### src/rtl/muldiv_pkg.sv
`timescale 1ns/1ps
`default_nettype none
// ============================================================================
//  muldiv_pkg
//  Shared opcodes, FSM state type and register index constants for the
//  mul_div_unit execution block.
//  Revision: 1.0
// ============================================================================
package muldiv_pkg;

  localparam logic [1:0] OP_MUL   = 2'b00;
  localparam logic [1:0] OP_UMULH = 2'b01;
  localparam logic [1:0] OP_UDIV  = 2'b10;
  localparam logic [1:0] OP_SDIV  = 2'b11;

  localparam int XZR_IDX = 31;

  typedef enum logic [1:0] {
    ST_IDLE = 2'd0,
    ST_CALC = 2'd1,
    ST_DONE = 2'd2
  } state_t;

endpackage
`default_nettype wire

### src/rtl/mul_div_unit_if.sv
`timescale 1ns/1ps
`default_nettype none
// ============================================================================
//  mul_div_unit_if
//  Operand/request bus from the register file read side and result/write
//  strobe bus to the register file write side.
//  Revision: 1.0
// ============================================================================
interface mul_div_unit_if #(
  parameter int DATA_W     = 64,
  parameter int REG_ADDR_W = 5
);
  logic                  start;
  logic [1:0]            op;
  logic [DATA_W-1:0]     dataRn;
  logic [DATA_W-1:0]     dataRm;
  logic [REG_ADDR_W-1:0] RdIn;
  logic                  busy;
  logic                  done;
  logic [DATA_W-1:0]     result;
  logic [REG_ADDR_W-1:0] RdOut;
  logic                  regWR;

  modport master (
    output start, op, dataRn, dataRm, RdIn,
    input  busy, done, result, RdOut, regWR
  );

  modport slave (
    input  start, op, dataRn, dataRm, RdIn,
    output busy, done, result, RdOut, regWR
  );
endinterface
`default_nettype wire

### src/rtl/muldiv_datapath.sv
`timescale 1ns/1ps
`default_nettype none
// ============================================================================
//  muldiv_datapath
//  Radix-2 shift-add multiplier / restoring divider sharing one hi/lo pair.
//  Revision: 1.0
// ============================================================================
module muldiv_datapath
  import muldiv_pkg::*;
#(
  parameter int DATA_W = 64
) (
  input  wire logic              clk,
  input  wire logic              rst_n,
  input  wire logic              i_load,
  input  wire logic              i_step,
  input  wire logic              i_finish,
  input  wire logic [1:0]        i_op,
  input  wire logic [DATA_W-1:0] i_a,
  input  wire logic [DATA_W-1:0] i_b,
  output logic                   o_zero_op,
  output logic [DATA_W-1:0]      o_result
);

  logic [1:0]        r_op;
  logic [DATA_W-1:0] r_m;
  logic [DATA_W-1:0] r_hi;
  logic [DATA_W-1:0] r_lo;
  logic              r_neg;
  logic              r_zero;
  logic [DATA_W-1:0] r_result;

  logic              w_sdiv;
  logic [DATA_W-1:0] w_a_mag;
  logic [DATA_W-1:0] w_b_mag;
  logic [DATA_W:0]   w_sum;
  logic [DATA_W:0]   w_shift;
  logic              w_ge;
  logic [DATA_W-1:0] w_hi_n;
  logic [DATA_W-1:0] w_lo_n;
  logic [DATA_W-1:0] w_final;

  assign o_zero_op = (i_a == '0) || (i_b == '0);
  assign w_sdiv    = (i_op == OP_SDIV);
  assign w_a_mag   = (w_sdiv && i_a[DATA_W-1]) ? -i_a : i_a;
  assign w_b_mag   = (w_sdiv && i_b[DATA_W-1]) ? -i_b : i_b;

  // Multiply: hi accumulates, lo holds the multiplier and collects low product bits.
  // Divide:   hi is the partial remainder, lo shifts dividend out and quotient in.
  assign w_sum   = {1'b0, r_hi} + (r_lo[0] ? {1'b0, r_m} : '0);
  assign w_shift = {r_hi, r_lo[DATA_W-1]};
  assign w_ge    = (w_shift >= {1'b0, r_m});

  always_comb begin
    w_hi_n = w_sum[DATA_W:1];
    w_lo_n = {w_sum[0], r_lo[DATA_W-1:1]};
    if (r_op[1]) begin
      w_hi_n = w_ge ? DATA_W'(w_shift - {1'b0, r_m}) : w_shift[DATA_W-1:0];
      w_lo_n = {r_lo[DATA_W-2:0], w_ge};
    end
  end

  always_comb begin
    w_final = w_lo_n;
    case (r_op)
      OP_UMULH: w_final = w_hi_n;
      OP_SDIV:  w_final = r_neg ? -w_lo_n : w_lo_n;
      default:  w_final = w_lo_n;
    endcase
  end

  always_ff @(posedge clk or negedge rst_n) begin
    if (!rst_n) begin
      r_op     <= OP_MUL;
      r_m      <= '0;
      r_hi     <= '0;
      r_lo     <= '0;
      r_neg    <= 1'b0;
      r_zero   <= 1'b0;
      r_result <= '0;
    end else if (i_load) begin
      r_op   <= i_op;
      r_hi   <= '0;
      r_m    <= i_op[1] ? w_b_mag : i_a;
      r_lo   <= i_op[1] ? w_a_mag : i_b;
      r_neg  <= w_sdiv && (i_a[DATA_W-1] ^ i_b[DATA_W-1]);
      r_zero <= o_zero_op;
    end else if (i_step) begin
      r_hi <= w_hi_n;
      r_lo <= w_lo_n;
      // A zero operand always yields zero, which also covers divide-by-zero.
      if (i_finish) begin
        r_result <= r_zero ? '0 : w_final;
      end
    end
  end

  assign o_result = r_result;

endmodule
`default_nettype wire

### src/rtl/mul_div_unit.sv
`timescale 1ns/1ps
`default_nettype none
// ============================================================================
//  mul_div_unit
//  Iterative MUL/UMULH/UDIV/SDIV unit feeding the register file write port.
//  Optional: define MULDIV_EARLY_OUT_EN to finish in one CALC cycle on a
//  zero operand.
//  Revision: 1.0
// ============================================================================
module mul_div_unit
  import muldiv_pkg::*;
#(
  parameter int DATA_W     = 64,
  parameter int REG_ADDR_W = 5,
  parameter int CNT_W      = 7
) (
  input wire logic       Clk,
  input wire logic       Rst_n,
  mul_div_unit_if.slave  bus
);

`ifdef MULDIV_EARLY_OUT_EN
  localparam bit c_EARLY_OUT = 1'b1;
`else
  localparam bit c_EARLY_OUT = 1'b0;
`endif

  state_t                r_state;
  state_t                w_state_nxt;
  logic [CNT_W-1:0]      r_cnt;
  logic [REG_ADDR_W-1:0] r_rd;
  logic                  r_early;
  logic                  w_accept;
  logic                  w_last;
  logic                  w_step;
  logic                  w_zero_op;

  always_comb begin
    w_state_nxt = r_state;
    w_accept    = 1'b0;
    w_last      = 1'b0;
    case (r_state)
      ST_IDLE: begin
        if (bus.start) begin
          w_accept    = 1'b1;
          w_state_nxt = ST_CALC;
        end
      end
      ST_CALC: begin
        if ((r_cnt == '0) || r_early) begin
          w_last      = 1'b1;
          w_state_nxt = ST_DONE;
        end
      end
      ST_DONE: begin
        w_accept    = bus.start;
        w_state_nxt = bus.start ? ST_CALC : ST_IDLE;
      end
      default: w_state_nxt = ST_IDLE;
    endcase
  end

  always_ff @(posedge Clk or negedge Rst_n) begin
    if (!Rst_n) begin
      r_state <= ST_IDLE;
      r_cnt   <= '0;
      r_rd    <= '0;
      r_early <= 1'b0;
    end else begin
      r_state <= w_state_nxt;
      if (w_accept) begin
        r_cnt   <= CNT_W'(DATA_W - 1);
        r_rd    <= bus.RdIn;
        r_early <= c_EARLY_OUT && w_zero_op;
      end else if (w_last) begin
        r_cnt   <= '0;
        r_early <= 1'b0;
      end else if (r_state == ST_CALC) begin
        r_cnt <= r_cnt - 1'b1;
      end
    end
  end

  assign w_step = (r_state == ST_CALC);

  muldiv_datapath #(
    .DATA_W (DATA_W)
  ) u_datapath (
    .clk       (Clk),
    .rst_n     (Rst_n),
    .i_load    (w_accept),
    .i_step    (w_step),
    .i_finish  (w_last),
    .i_op      (bus.op),
    .i_a       (bus.dataRn),
    .i_b       (bus.dataRm),
    .o_zero_op (w_zero_op),
    .o_result  (bus.result)
  );

  assign bus.busy  = (r_state == ST_CALC);
  assign bus.done  = (r_state == ST_DONE);
  assign bus.RdOut = r_rd;
  // XZR is never written.
  assign bus.regWR = (r_state == ST_DONE) && (r_rd != REG_ADDR_W'(XZR_IDX));

endmodule
`default_nettype wire

### src/flat_wrapper.sv
// flat-port wrapper written by rule: the top's interface ports become plain ports
module mul_div_unit_flat import muldiv_pkg::*;
#(
  parameter int DATA_W     = 64,
  parameter int REG_ADDR_W = 5,
  parameter int CNT_W      = 7
)
  (Clk, Rst_n, bus_start, bus_op, bus_dataRn, bus_dataRm, bus_RdIn, bus_busy, bus_done, bus_result, bus_RdOut, bus_regWR);
  mul_div_unit_if #(.DATA_W(DATA_W), .REG_ADDR_W(REG_ADDR_W)) bus_i ();
  input wire logic Clk;
  input wire logic Rst_n;
  input wire logic [$bits(bus_i.start)-1:0] bus_start;
  input wire logic [$bits(bus_i.op)-1:0] bus_op;
  input wire logic [$bits(bus_i.dataRn)-1:0] bus_dataRn;
  input wire logic [$bits(bus_i.dataRm)-1:0] bus_dataRm;
  input wire logic [$bits(bus_i.RdIn)-1:0] bus_RdIn;
  output wire logic [$bits(bus_i.busy)-1:0] bus_busy;
  output wire logic [$bits(bus_i.done)-1:0] bus_done;
  output wire logic [$bits(bus_i.result)-1:0] bus_result;
  output wire logic [$bits(bus_i.RdOut)-1:0] bus_RdOut;
  output wire logic [$bits(bus_i.regWR)-1:0] bus_regWR;
  assign bus_i.start = bus_start;
  assign bus_i.op = bus_op;
  assign bus_i.dataRn = bus_dataRn;
  assign bus_i.dataRm = bus_dataRm;
  assign bus_i.RdIn = bus_RdIn;
  assign bus_busy = bus_i.busy;
  assign bus_done = bus_i.done;
  assign bus_result = bus_i.result;
  assign bus_RdOut = bus_i.RdOut;
  assign bus_regWR = bus_i.regWR;
  mul_div_unit #(.DATA_W(DATA_W), .REG_ADDR_W(REG_ADDR_W), .CNT_W(CNT_W)) u_core (.Clk(Clk), .Rst_n(Rst_n), .bus(bus_i));
endmodule
### config.mk
export PLATFORM = sky130hd
export DESIGN_NAME = mul_div_unit_flat
export DESIGN_NICKNAME = d
export VERILOG_FILES = /design/src/rtl/muldiv_pkg.sv /design/src/rtl/mul_div_unit_if.sv /design/src/rtl/muldiv_datapath.sv /design/src/rtl/mul_div_unit.sv /design/src/flat_wrapper.sv
export SDC_FILE = /design/constraint.sdc
export NUM_CORES = 1
export LEC_CHECK = 0
export CAP_MARGIN = 20
export CORE_MARGIN = 2
export CORE_UTILIZATION = 45
export DETAILED_ROUTE_END_ITERATION = 8
export DONT_BUFFER_PORTS = 1
export PLACE_DENSITY_LB_ADDON = 0.05
export RECOVER_POWER = 100
export SETUP_SLACK_MARGIN = 0.3
export SLEW_MARGIN = 20
export SYNTH_ARGS = -nofsm -noshare
export SYNTH_HDL_FRONTEND = slang
export SYNTH_HIERARCHICAL = 1
export SYNTH_SLANG_ARGS = --single-unit
### constraint.sdc
create_clock -name Clk -period 12.2 [get_ports Clk]
set_clock_uncertainty 0.1 [all_clocks]
set_input_delay 2.44 -clock Clk [delete_from_list [all_inputs] [get_ports Clk]]
set_output_delay 2.44 -clock Clk [all_outputs]
set_load 0.1 [all_outputs]
==> flow_metrics.tcl <==
set metrics [dict create \
    netlist_top_cells_area "dfrtp_1 25%, o21ai_0 6.8%, nand2_1 6.0%, a21oi_1 6.0%, ha_1 6.0%" \
    yosys.area.top_type "dfrtp_1" \
    post-cts-setup-buffers 0 \
    synth_top_area_share_pct 24.87 \
    ys_seq_area_share_pct 24.87 \
    fin_crit_ns 7.960 \
    rsz0062_at_grt "false" \
    clock_path_buffers 3 \
    drcViolationCount 0 \
    synth_cell_types 83 \
    hold_class "flop to flop" \
    die_height_um 251.5 \
    dieArea_mm2 0.06326 \
    start_util_pct 45.59 \
    slew_headroom_pct -162.8 \
    post-route-period-util_pct 65.24 \
    syn_avg_cell_area_um2 7.392 \
    ir_worst_vdd_mv 0.1239 \
    hp-start "u_core/r_cnt[6]" \
    io_pins 210 \
    cts_sinks 274 \
    gp_congestion 1.046 \
    core_area_mm2 0.06047 \
    grt_pass1_wl_mm 182.2 \
    htreeDepth 2 \
    grt.overflow.total 0 \
    drtIter0Drc 3243 \
    synth-edff-count 0 \
    final.setup.tns_ns 0 \
    viasPerCell 6.746 \
    ctsResizeCount 0 \
    layout-drive-gt1-share_pct 4.196 \
    tightest_slew_ns 3.943 \
    cts_root_buf "clkbuf_16" \
    slew_viol_final 598 \
    end_kind "flop" \
    num_rows 90 \
    fin_nets 3818 \
    instances_no_fill 4358 \
    cts_hold_buf 0 \
    violations "capacitance limit, slew limit" \
    clock_latency_ns 0.58 \
    routed_wl_mm 124.8 \
    startpoint "u_core/u_datapath/r_hi[0]" \
    syn2layout_area_growth_pct 5.614 \
    p_per_area_mw_per_mm2 277.1 \
    syn_nets 4002 \
    synthArstFlopShare_pct 100.0 \
    mostFrequentLayoutCell "nand2_1" \
    status "finished, violations left" \
    required_ns 12.61 \
    clock.fmax_mhz 125.6 \
    antenna_found_initial 2 \
    io_buffers 0 \
    dpl.cell_count 4289 \
    ys_seq_elements 274 \
    die_x_um 251.5 \
    cts_made_buffers 37 \
    finalHoldViolations 0 \
    final_antenna_net_count 0 \
    layout_common_cells "444 x nand2_1, 373 x o21ai_0, 331 x a21oi_1, 294 x nor2_1, 271 x dfrtp_1" \
    arrival_ns 8.37 \
    dpl.hpwl_mm 94.01 \
    clk_pin_slew_worst_paths_ns 0.06 \
    syn-cell-area_mm2 0.02757 \
    syn_inst 3730 \
    finalSetupViolCount 0 \
    rr_startpoint "u_core/u_datapath/r_hi[0]" \
    dr.pass1.iters 8 \
    grt_pass1_vias 28170 \
    grt_usage_pct 38.18 \
    cts_tree "done" \
    worstSetupStartpointType "flop" \
    cp_max_fo 74 \
    avgRoutedWirePerCell_um 28.64 \
    grt_max_degree 275 \
    vias 29400 \
    critPathKind "flop to flop" \
    yosys_warnings 6 \
    ys.flop_type "dfrtp_1" \
    p_leak_uw 0.01197 \
    cap_violations 11 \
]
==> state kept, by name, summed over array words and instances, names as in the netlist <==
register,flops
u_core/u_datapath/r_m,64
u_core/u_datapath/r_op,2
u_core/u_datapath/r_lo,64
u_core/r_cnt,7
u_core/bus.RdOut,5
u_core/r_state,2
u_core/u_datapath/r_neg,1
u_core/u_datapath/r_zero,1
u_core/u_datapath/o_result,64
u_core/u_datapath/r_hi,64
==> per-stage QoR <==
stage | utilization [%] | power [uW] | hold WS, ns | worst slack, ns | area [um^2]
after floorplan | - | 4900 | 0.3664 | 6.313 | 27570
after global placement | 46.09 | 6669 | 0.3897 | 5.781 | 27870
after detailed placement | 46.09 | 6697 | 0.3983 | 5.646 | 27870
after CTS | 48.25 | 7930 | 0.4061 | 6.250 | 29180
after global routing | 48.15 | 8479 | 0.4469 | 3.794 | 29120
final | 48.15 | 8068 | 0.4075 | 4.240 | 29120
==> logic make-up (layout without fill, tap and decap cells) <==
logic type	after synthesis	count (layout)	share of synthesized area, %
AO/OA/AOI/OAI	1317	1317	30.28
AND/OR/NAND/NOR	1266	1266	21.87
buffers and inverters	396	241	5.414
flip-flops	274	274	24.87
XOR/XNOR	236	236	7.497
adder cells (fa/ha/maj)	134	134	6.135
multiplexers	107	107	3.934
other	0	1	0
==> cell type report <==
cell class,instances,area [um^2]
Sequential cell,274,6863
Antenna cell,1,2.502
Inverter,138,528.0
Fill cell,6172,31350
Clock buffer,50,1055
Multi-Input combinational cell,3060,19210
Tap cell,782,978.4
Timing Repair Buffer,35,229.0
Clock inverter,18,251.5
==> final timing paths <==
kind                                              end  slack (ns)  depth (start not counted)
min reg2reg                           u_core/r_cnt[6]        0.41                          1
min in group asynchronous  u_core/u_datapath/r_hi[58]        1.46                          0
max in group asynchronous   u_core/u_datapath/r_lo[0]        9.34                          0
min                                   u_core/r_cnt[6]        0.41                          1
max reg2reg                u_core/u_datapath/r_hi[57]        4.24                         14
max                        u_core/u_datapath/r_hi[57]        4.24                         14
==> report_power, final <==
group,total (uW),internal (uW),switching (uW)
registers,1560,1150,411
clock network,1190,717,476
logic,5310,1800,3510
==> routing by layer <==
metal | routed length, um | share of wire [%] | vias to the layer above | global-route usage (%)
met2 | 55850 | 45 | 1494 | 60.80
li1 | - | - | 13320 | -
met4 | 9418 | 7.5 | 2 | 24.90
met3 | 12000 | 9.6 | 321 | 9.646
met5 | 13 | 0.010 | - | 0
met1 | 47510 | 38 | 14260 | 45.81
==> Yosys cell counts, types with 16 or more instances <==
| cell | count |
|---|---|
| nand3_1 | 90 |
| nand2_1 | 444 |
| dfrtp_1 | 274 |
| xnor2_1 | 121 |
| xor2_1 | 115 |
| inv_1 | 135 |
| nor2b_1 | 18 |
| o31ai_1 | 49 |
| nand4_1 | 49 |
| nor3_1 | 69 |
| nor4_1 | 30 |
| buf_1 | 23 |
| o21a_1 | 24 |
| a211oi_1 | 41 |
| a32o_1 | 16 |
| o211ai_1 | 158 |
| and2_1 | 82 |
| a21oi_1 | 331 |
| ha_1 | 132 |
| a21o_1 | 61 |
| or3_1 | 53 |
| o41ai_1 | 18 |
| a31oi_1 | 38 |
| mux2i_1 | 96 |
| nor2_1 | 297 |
| o221ai_1 | 29 |
| and3_1 | 35 |
| o21ai_0 | 373 |
| a221oi_1 | 20 |
| o21bai_1 | 23 |
| clkbuf_1 | 230 |
| or4_1 | 18 |
| nand2b_1 | 24 |
==> critical path: stages (launching register included) <==
cell and delay, ns:
dfrtp_1 0.45, ha_1 0.33, nor2b_1 0.15, o31a_1 0.30
o31a_1 0.34, o21ai_0 0.59, a211oi_1 0.35, o21ai_0 0.24
clkbuf_1 0.42, and2_2 0.24, clkbuf_1 2.68, nor2_1 0.84
and3_1 0.51, mux2i_1 0.16, a22o_1 0.15
Note: power is estimated with default switching activity, not from simulation.
